===== config.mk =====
export PLATFORM = sky130hd
export DESIGN_NAME = text_console_ctrl
export DESIGN_NICKNAME = d
export VERILOG_FILES = /design/src/rtl/text_console_ctrl.sv
export SDC_FILE = /design/constraint.sdc
export NUM_CORES = 1
export LEC_CHECK = 0
export ABC_AREA = 1
export CORE_MARGIN = 5
export CORE_UTILIZATION = 59
export DETAILED_ROUTE_END_ITERATION = 6
export DONT_BUFFER_PORTS = 1
export PLACE_DENSITY = 0.81
export SLEW_MARGIN = 20
export SYNTH_ARGS = -nofsm -noshare
export SYNTH_HDL_FRONTEND = slang
export SYNTH_SLANG_ARGS = --single-unit

===== constraint.sdc =====
create_clock -name clk25 -period 2 [get_ports clk25]
set_input_delay 0.2 -clock clk25 [delete_from_list [all_inputs] [get_ports clk25]]
set_output_delay 0.2 -clock clk25 [all_outputs]
set_load 0.1 [all_outputs]

===== src/rtl/text_console_ctrl.sv =====
// text_console_ctrl: command-driven controller for a character-cell text
// buffer (COLS x ROWS cells, one byte per cell, row-major).
//
// Ports:
//   clk25, rst_n                single clock, synchronous active-low reset
//   cmd_valid / cmd_ready       command handshake (ready only when idle)
//   cmd_op, cmd_data,
//   cmd_col, cmd_row            command code and operands, captured on accept
//   ram_addr/ram_we/ram_wdata   character-buffer write/read port
//   ram_rdata                   buffer read data, one cycle after the address
//   cursor_col, cursor_row      current cursor position
//   busy                        high whenever a command is in progress
module text_console_ctrl #(
  parameter int          COLS  = 80,
  parameter int          ROWS  = 60,
  parameter logic [7:0]  BLANK = 8'h20
) (
  input  logic        clk25,
  input  logic        rst_n,
  input  logic        cmd_valid,
  output logic        cmd_ready,
  input  logic [1:0]  cmd_op,
  input  logic [7:0]  cmd_data,
  input  logic [6:0]  cmd_col,
  input  logic [5:0]  cmd_row,
  output logic [12:0] ram_addr,
  output logic        ram_we,
  output logic [7:0]  ram_wdata,
  input  logic [7:0]  ram_rdata,
  output logic [6:0]  cursor_col,
  output logic [5:0]  cursor_row,
  output logic        busy
);

  localparam logic [12:0] CELLS_LAST = 13'(COLS * ROWS - 1);
  localparam logic [12:0] COPY_LAST  = 13'(COLS * (ROWS - 1) - 1);
  localparam logic [12:0] COLS_A     = 13'(COLS);
  localparam logic [6:0]  COL_MAX    = 7'(COLS - 1);
  localparam logic [5:0]  ROW_MAX    = 6'(ROWS - 1);

  localparam logic [1:0] OP_PUTCHAR = 2'b00;
  localparam logic [1:0] OP_CLEAR   = 2'b01;
  localparam logic [1:0] OP_SETCUR  = 2'b10;
  localparam logic [1:0] OP_SCROLL  = 2'b11;

  typedef enum logic [2:0] {
    S_IDLE,
    S_PUT,
    S_CLEAR,
    S_SCROLL_RD,
    S_SCROLL_WR,
    S_SCROLL_BLANK
  } state_e;

  state_e      state_q, state_d;
  logic [6:0]  col_q, col_d;
  logic [5:0]  row_q, row_d;
  logic [12:0] addr_q, addr_d;
  logic [7:0]  char_q, char_d;
  logic [12:0] cursor_addr;

  always_ff @(posedge clk25) begin
    if (!rst_n) begin
      state_q <= S_IDLE;
      col_q   <= '0;
      row_q   <= '0;
      addr_q  <= '0;
      char_q  <= '0;
    end else begin
      state_q <= state_d;
      col_q   <= col_d;
      row_q   <= row_d;
      addr_q  <= addr_d;
      char_q  <= char_d;
    end
  end

  assign cursor_addr = {7'd0, row_q} * COLS_A + {6'd0, col_q};
  assign cursor_col  = col_q;
  assign cursor_row  = row_q;

  always_comb begin
    state_d   = state_q;
    col_d     = col_q;
    row_d     = row_q;
    addr_d    = addr_q;
    char_d    = char_q;
    ram_we    = 1'b0;
    ram_addr  = '0;
    ram_wdata = '0;
    cmd_ready = 1'b0;
    busy      = (state_q != S_IDLE);

    unique case (state_q)
      S_IDLE: begin
        cmd_ready = 1'b1;
        if (cmd_valid) begin
          char_d = cmd_data;
          unique case (cmd_op)
            OP_PUTCHAR: begin
              // CR and LF are handled at acceptance; only LF on the last
              // row needs a following scroll.
              if (cmd_data == 8'h0D) begin
                col_d = '0;
              end else if (cmd_data == 8'h0A) begin
                col_d = '0;
                if (row_q == ROW_MAX) begin
                  state_d = S_SCROLL_RD;
                  addr_d  = '0;
                end else begin
                  row_d = row_q + 6'd1;
                end
              end else begin
                state_d = S_PUT;
              end
            end
            OP_CLEAR: begin
              state_d = S_CLEAR;
              addr_d  = '0;
            end
            OP_SETCUR: begin
              col_d = (cmd_col > COL_MAX) ? COL_MAX : cmd_col;
              row_d = (cmd_row > ROW_MAX) ? ROW_MAX : cmd_row;
            end
            OP_SCROLL: begin
              state_d = S_SCROLL_RD;
              addr_d  = '0;
            end
            default: ;
          endcase
        end
      end

      S_PUT: begin
        ram_we    = 1'b1;
        ram_addr  = cursor_addr;
        ram_wdata = char_q;
        state_d   = S_IDLE;
        if (col_q == COL_MAX) begin
          col_d = '0;
          if (row_q == ROW_MAX) begin
            state_d = S_SCROLL_RD;
            addr_d  = '0;
          end else begin
            row_d = row_q + 6'd1;
          end
        end else begin
          col_d = col_q + 7'd1;
        end
      end

      S_CLEAR: begin
        ram_we    = 1'b1;
        ram_addr  = addr_q;
        ram_wdata = BLANK;
        if (addr_q == CELLS_LAST) begin
          state_d = S_IDLE;
          addr_d  = '0;
          col_d   = '0;
          row_d   = '0;
        end else begin
          addr_d = addr_q + 13'd1;
        end
      end

      // addr_q holds the destination cell; the source is one row below.
      S_SCROLL_RD: begin
        ram_addr = addr_q + COLS_A;
        state_d  = S_SCROLL_WR;
      end

      S_SCROLL_WR: begin
        ram_we    = 1'b1;
        ram_addr  = addr_q;
        ram_wdata = ram_rdata;
        addr_d    = addr_q + 13'd1;
        state_d   = (addr_q == COPY_LAST) ? S_SCROLL_BLANK : S_SCROLL_RD;
      end

      S_SCROLL_BLANK: begin
        ram_we    = 1'b1;
        ram_addr  = addr_q;
        ram_wdata = BLANK;
        if (addr_q == CELLS_LAST) begin
          state_d = S_IDLE;
          addr_d  = '0;
        end else begin
          addr_d = addr_q + 13'd1;
        end
      end

      default: state_d = S_IDLE;
    endcase
  end

endmodule

* Word level (Yosys, flattened, before mapping) *
Cells that the tools add are included.

storage, ports and cells
  input bits = 34
  register bits after elaboration = 37

cells by class
  $lt $le $gt $ge = 2
  add/subtract/negate cells = 5
  mux-type cells = 39
  equal/unequal tests = 25
  reduce and logical (&&, ||, !) cells = 14
  $mul = 1

operator list
  cell                                                                 count
  13-bit 2-to-1 mux                                                    6
  13-bit case mux with 4 select lines                                  1
  6-bit 2-to-1 mux                                                     7
  7-bit 2-to-1 mux                                                     6
  13-bit case mux with 3 select lines                                  1
  13-bit == test (second input constant)                               2
  13-bit case mux with 2 select lines                                  1
  8-bit case mux with 3 select lines                                   1
  7-bit case mux with 3 select lines                                   1
  3-bit 2-to-1 mux                                                     6
  6-bit case mux with 3 select lines                                   1
  8-bit by 4-bit == test with 1-bit output (second input constant)     2
  3-bit case mux with 5 select lines                                   1
  7-bit case mux with 2 select lines                                   1
  13-bit by 1-bit adder with 13-bit output (second input constant)     1
  13-bit by 7-bit adder with 13-bit output                             1
  13-bit by 7-bit adder with 13-bit output (second input constant)     1
  6-bit case mux with 2 select lines                                   1
  5-bit AND reduction                                                  2
  6-bit by 3-bit multiplier with 9-bit output (second input constant)  1
  3-bit case mux with 3 select lines                                   1
  4-bit inequality test (second input constant)                        2
  7-bit by 1-bit adder with 7-bit output (second input constant)       1
  7-bit == test (second input constant)                                1
  27 further kinds                                                     37

* Logic depth before layout (Yosys ltp) *
Gate-level depths: netlist of the first run.

  depth in word-level cells = 7
  mapped depth = 12
  gate-level depth less buffers = 12

* Least setup slack after synthesis of the first run *
OpenSTA, ideal clock, no wires.

  path kind = flip-flop to output port
  start = reg row_q[3] (netlist: cursor_row[3])
  end = out ram_addr[9]
  data required time = 1800 ps
  buffers on the path = 0
  cell stages (with the launch flop) = 8
  slack = -2728 ps
  data arrival time = 4528 ps
  cell sequence = dfxtp_1 > ha_1 > ha_1 > fa_1 > inv_1 > o21ai_0 > nand2_1 > o21ai_0

on the way
  cells in the longest elaborated chain, start to end = 3

ends and longest elaborated chain
  element                                      line  text
  start: declaration                           57    logic [5:0] row_q, row_d;
  start signal: assignment                     72    row_q <= row_d;
  6-bit by 3-bit multiplier with 9-bit output  78    assign cursor_addr = {7'd0, row_q} * COLS_A + {6'd0, col_q};
  13-bit by 7-bit adder with 13-bit output     78
  13-bit case mux with 3 select lines          94    unique case (state_q)
  end: declaration                             26    output logic [12:0] ram_addr,

Every way passes these cells.

* Worst setup path in the final report of the first run *
  start = reg row_q[1] (netlist: cursor_row[1])
  end = out ram_addr[10]

Same word-level chain as after synthesis.

==> results.json, run 1 <==
{
  "cpPeakStageDelay_ps": 410,
  "power.density_mw_per_mm2": 1142,
  "grt_max_degree": 34,
  "synth_area_per_cell_um2": 5.703,
  "drc": 25,
  "synthesis.nets": 670,
  "relSlewSlack": 0.6872,
  "finalSetupViolCount": 12,
  "drv_cap": 0,
  "fp.dieArea_mm2": 0.007620,
  "cts_max_level": 2,
  "fin_skew_ps": 8.217,
  "synthTopCellsByCount": "158 x nand2_1, 109 x nor2_1, 73 x inv_1, 61 x nand3_1, 39 x o21ai_0",
  "numCtsBuffers": 5,
  "fillers": 273,
  "crit_top_cell": "ha_4",
  "path_clk_slew_ps": 80,
  "dp.cells": 741,
  "synth_cells": 618,
  "min_path_type": "input port to register",
  "ctsRootBufferMaster": "clkbuf_8",
  "synth_warnings": 0,
  "crit_slowest_cell": "fa_2",
  "total_power_uw": 6037,
  "ant_nets": 0,
  "start_kind": "register",
  "port_buffers": 0,
  "drive_gt1_frac": 0.2919,
  "fin_cells": 767,
  "p_leak_uw": 0.002276,
  "clk_path_buf_depth": 2,
  "path_class": "register to primary output",
  "rsz0062_at_grt": "yes",
  "overflow": 0,
  "finalCritPeriodShare": 1.358,
  "ys_seq_area_frac": 0.2102,
  "reg2reg_slack_ps": -50,
  "holdPathStages": 2,
  "ys.flop_type": "dfxtp_1",
  "setup_ws_ps": -715.2,
  "pin_count": 71,
  "vias": 4863,
  "cts_tree": "built",
  "violations": "design-rule violations, negative setup slack",
  "status": "finished, violations left",
  "synthTopCellsByArea": "dfxtp_1 21%, nand2_1 17%, nor2_1 12%, nand3_1 8.7%, inv_1 7.8%",
  "wire_per_inst_um": 19.46,
  "critPathRequiredTime_ps": 1800,
  "post-route-min-period_ps": 2715,
  "synth-seq-cells": 37,
  "utilization": 0.9033,
  "clk_latency_ps": 300,
  "hpwl_um": 8758,
  "grt_pass1_vias": 4397,
  "tns_ps": -3974,
  "gp_congestion": 0.9770,
  "grt_first_pass_wirelength_um": 20390,
  "reg2regPathDepth": 9,
  "coreArea_mm2": 0.005851,
  "cp_max_fo": 3,
  "hold_viol": 0,
  "vias_per_cell": 6.340,
  "drt_pass1_iterations": 7,
  "fin_hold_ws_ps": 2.238,
  "synth_cell_types": 34,
  "clock_sinks": 37,
  "async_flop_share": 0,
  "crit_chain": "ha_4, ha_4, fa_2, xnor2_4, nor2_4, buf_4, a21oi_4, o21ai_4, nand2_8",
  "die_h_um": 87.29,
  "critPathTopFamily": "adder cells",
  "worst_pin_slew_ps": 469.2,
  "synth_top_area_cell": "dfxtp_1",
  "timing.fmax_mhz": 368.3,
  "antenna_found_initial": 0,
  "dr.first_iter.drc_count": 790,
  "slew_viol_final": 0,
  "peakVddDrop_uv": 1021,
  "cp_data_arrival_time_ps": 2520,
  "rows": 28,
  "area_growth_pct": 49.95,
  "path_depth": 9,
  "netlist_area_mm2": 0.003525,
  "wl_um": 14930,
  "end_kind": "primary output",
  "synth_most_common_cell": "nand2_1",
  "layout.nets": 743,
  "grt_util_all_layers": 0.3303,
  "die_w_um": 87.29,
  "diodes": 0,
  "synth_edf_count": 0,
  "synth_top_cell_area_share": 0.2102,
  "worst-path-buf-inv": 1,
  "start_util": 0.6024
}
## layout by cell type, fill, tap and decap left out, drive strengths merged
cell,n
dlygate4sd3,1
o21ai,54
fa,2
inv,77
nor2,114
nand4,4
xor2,12
ha,16
a31oi,1
o22ai,3
or2,3
clkbuf,8
buf,82
a21oi,32
nor3,6
o21bai,2
clkinv,1
xnor2,3
a22oi,2
o221ai,4
dfxtp,37
nand2,162
nand3,64
nand3b,1
clkinvlp,1
## power breakdown
part | total (uW) | switching, uW | leakage, uW | internal [uW]
registers | 1140 | 206 | 0.000316 | 933
clock network | 615 | 294 | 0.0000534 | 320
logic | 4280 | 2870 | 0.00191 | 1420
total | 6040 | 3370 | 0.00228 | 2670
## flip-flops by register name, indices dropped and copies added (netlist names)
name        flops
state_q         3
char_q          8
cursor_row      6
addr_q         13
cursor_col      7
## per-stage QoR
stage	instance area [um2]	setup WS (ps)
finish	5285	-715.2
detailed placement	4673	-345.3
CTS	4974	-516.6
floorplan	3908	-550.1
global placement	4673	-264.6
global route	5285	-767.4
## worst reg2reg max path: stages, from the launching register on
cell and delay (ps):
dfxtp_1 360, ha_1 270, nand3_1 190, nor2_1 200, nand3_1 170, a21oi_4 310, nand2_2 150, nand2_1 100
nand2_1 60, nor2_1 150
## timing repair
item	4_1_cts	5_1_grt
gates resized for setup	36	48
endpoints found under the hold margin	0	1
setup buffers	7	14
hold buffers	0	1
cloned	0	1
pin swaps	15	19
endpoints found under the setup margin	27	40
## final timing paths
path                         startpoint                          to
max          cursor_row[1]$_SDFFE_PN0P_                ram_addr[10]
min                               rst_n  cursor_col[5]$_SDFFE_PN0P_
max reg2reg      addr_q[4]$_SDFFE_PN0P_  cursor_row[5]$_SDFFE_PN0P_
min reg2reg      char_q[3]$_SDFFE_PN0P_      char_q[3]$_SDFFE_PN0P_
## cells by family (layout without fill, tap and decap cells)
family | count (synthesis) | count (layout) | share of synthesized area
xor+xnor | 15 | 15 | 0.03727
flops | 37 | 37 | 0.2102
fa+ha+maj | 18 | 18 | 0.06816
compound gates | 98 | 98 | 0.1509
buf+inv | 96 | 170 | 0.1108
simple gates | 354 | 354 | 0.4228
## cell type report
class                   count  area, um2  share of cell area
multi-input cells         485       3017              0.5708
well taps                  75      93.84             0.01776
inverters                  78      301.5             0.05705
clock inverters             1      5.005           0.0009470
flip-flops and latches     37      794.5              0.1503
repair buffers             84      975.9              0.1847
clock buffers               7      97.59             0.01847
## metal layers
metal / up-vias / part of all wire / track usage
li1: 2128 / - / -
met1: 2174 / 0.34 / 0.3994
met2: 407 / 0.47 / 0.5808
met3: 154 / 0.12 / 0.07096
met4: 0 / 0.074 / 0.1004
met5: - / 0 / 0
Note: power is estimated with default switching activity, not from simulation.
==> inputs of run 2 (changes only) <==
--- a/config.mk
+++ b/config.mk
@@ -7,10 +7,11 @@
 export LEC_CHECK = 0
 export ABC_AREA = 1
 export CORE_MARGIN = 5
-export CORE_UTILIZATION = 59
+export CORE_UTILIZATION = 60
+export CTS_BUF_LIST = sky130_fd_sc_hd__clkbuf_4 sky130_fd_sc_hd__clkbuf_8
 export DETAILED_ROUTE_END_ITERATION = 6
 export DONT_BUFFER_PORTS = 1
-export PLACE_DENSITY = 0.81
+export PLACE_DENSITY = 0.82
 export SLEW_MARGIN = 20
 export SYNTH_ARGS = -nofsm -noshare
 export SYNTH_HDL_FRONTEND = slang
==> run 2 against run 1 <==
Effect of this change: the run still ends with design-rule violations, negative setup slack left; setup slack improved by 140 ps; die area is 1.5% lower; global-route usage grew 0.11 points; clock skew is 1.5 ps higher; utilization decreased by 3.4 points; via count is 3.9% lower.
==> results.json, run 2 (same netlist as run 1, synthesis figures left out) <==
{
  "pin_count": 71,
  "vias_per_cell": 6.164,
  "seqCellArea_um2": 790.8,
  "start_kind": "register",
  "setup_ws_ps": -571.9,
  "multi_input_area_mm2": 0.002892,
  "dr.first_iter.drc_count": 691,
  "die_h_um": 86.65,
  "ant_nets": 0,
  "cp_data_arrival_time_ps": 2370,
  "cp_max_fo": 3,
  "coreArea_mm2": 0.005816,
  "peakVddDrop_uv": 928.5,
  "grt_first_pass_wirelength_um": 20070,
  "clock_sinks": 37,
  "port_buffers": 0,
  "cts_tree": "built",
  "critPathLaunch": "cursor_row[3]$_SDFFE_PN0P_",
  "endpoint": "ram_addr[10]",
  "grt_max_degree": 34,
  "largest_reg_flops": 13,
  "rsz0062_at_grt": "yes",
  "clk_path_buf_depth": 2,
  "stdcell_area_mm2": 0.005054,
  "vias": 4672,
  "layout.nets": 734,
  "fin_skew_ps": 9.683,
  "path_class": "register to primary output",
  "reg2reg_slack_ps": 0,
  "critPathRequiredTime_ps": 1800,
  "rows": 28,
  "grt_pass1_vias": 4398,
  "violations": "design-rule violations, negative setup slack",
  "overflow": 0,
  "wl_um": 13300,
  "power.density_mw_per_mm2": 1123,
  "end_kind": "primary output",
  "finalSetupViolCount": 10,
  "drc": 24,
  "worst_pin_slew_ps": 509.0,
  "fillers": 320,
  "status": "finished, violations left",
  "r2r_end": "cursor_row[4]$_SDFFE_PN0P_",
  "grt_util_all_layers": 0.3314,
  "antenna_found_initial": 0,
  "fp.dieArea_mm2": 0.007507,
  "drt_pass1_iterations": 7,
  "finalCritPeriodShare": 1.286,
  "post-route-min-period_ps": 2572,
  "cts_max_level": 2,
  "path_clk_slew_ps": 80,
  "slew_viol_final": 0,
  "layout_common_cells": "147 x nand2_1, 103 x nor2_1, 67 x inv_1",
  "relSlewSlack": 0.6594,
  "diodes": 0,
  "hpwl_um": 8782,
  "dp_slack_ps": -348.4,
  "drv_cap": 0,
  "start_util": 0.6061,
  "final_common_cell": "nand2_1",
  "wire_per_inst_um": 17.54,
  "hold_viol": 0,
  "area_growth_pct": 43.38,
  "p_leak_uw": 0.002212,
  "gp_congestion": 0.9645,
  "postPlaceCellArea_mm2": 0.004688,
  "largest_register": "addr_q",
  "ctsRootBufferMaster": "clkbuf_8",
  "reg2regPathDepth": 11,
  "r2r_start": "cursor_col[0]$_SDFFE_PN0P_",
  "timing.fmax_mhz": 388.8,
  "die_w_um": 86.65,
  "numCtsBuffers": 5,
  "ctsHoldBuffers": 0,
  "min_path_type": "input port to register",
  "drive_gt1_frac": 0.2635,
  "clk_latency_ps": 300
}
-- run 2: area by class of cell --
type,instances,area share
inverter,78,0.05868
multi-input combinational,485,0.5722
clock inverter,3,0.003219
clock buffer,5,0.01362
sequential,37,0.1565
timing repair buffer,75,0.1773
tap,75,0.01857
-- run 2: worst max-delay path: stages, from the launching register on --
cell     delay, ps
dfxtp_4        360
ha_4           240
ha_4           160
fa_2           560
nand3_2         90
nor2_2         180
a21oi_1        100
o21ai_1        150
nand2_4        230
-- run 2: timing repair --
item | CTS | global route
pin swaps | 10 | 5
gates cloned | 0 | 1
setup endpoints to repair | 34 | 41
gates resized for setup | 28 | 24
buffers inserted | 2 | 5
-- run 2: per-layer routing --
metal | part of all wire | track usage | up-vias
met5 | 0 | 0 | -
met3 | 0.12 | 0.07224 | 122
met2 | 0.46 | 0.5716 | 355
met4 | 0.069 | 0.1657 | 0
met1 | 0.35 | 0.3846 | 2079
li1 | - | - | 2116
-- run 2: how the worst min path moves through the flow --
stage,cells past startpoint,to,startpoint,slack [ps]
6_report,2,cursor_col[3]$_SDFFE_PN0P_,rst_n,2
5_1_grt,2,cursor_col[3]$_SDFFE_PN0P_,rst_n,4
4_1_cts,2,cursor_col[3]$_SDFFE_PN0P_,rst_n,2
3_5_place_dp,2,cursor_col[3]$_SDFFE_PN0P_,rst_n,320
3_3_place_gp,2,cursor_col[3]$_SDFFE_PN0P_,rst_n,320
2_1_floorplan,2,char_q[0]$_SDFFE_PN0P_,rst_n,340
-- run 2: report_power, final --
group | total [uW] | leakage, uW | switching, uW | internal (uW)
logic | 4000 | 0.00185 | 2710 | 1290
registers | 1130 | 0.000315 | 194 | 932
clock network | 548 | 0.0000482 | 306 | 242
total | 5670 | 0.00221 | 3210 | 2470
-- run 2: through the flow --
step	std cells	util	hold slack, ps	TNS [ps]	total power (uW)
finish	758	0.8690	1.961	-3225	5673
global route	758	0.8690	4.430	-4188	5927
CTS	752	0.8453	1.710	-2740	5371
detailed placement	743	0.8062	318.8	-2330	4682
global placement	743	0.8062	317.7	-985.6	4569
floorplan	618	-	338.4	-3507	3756
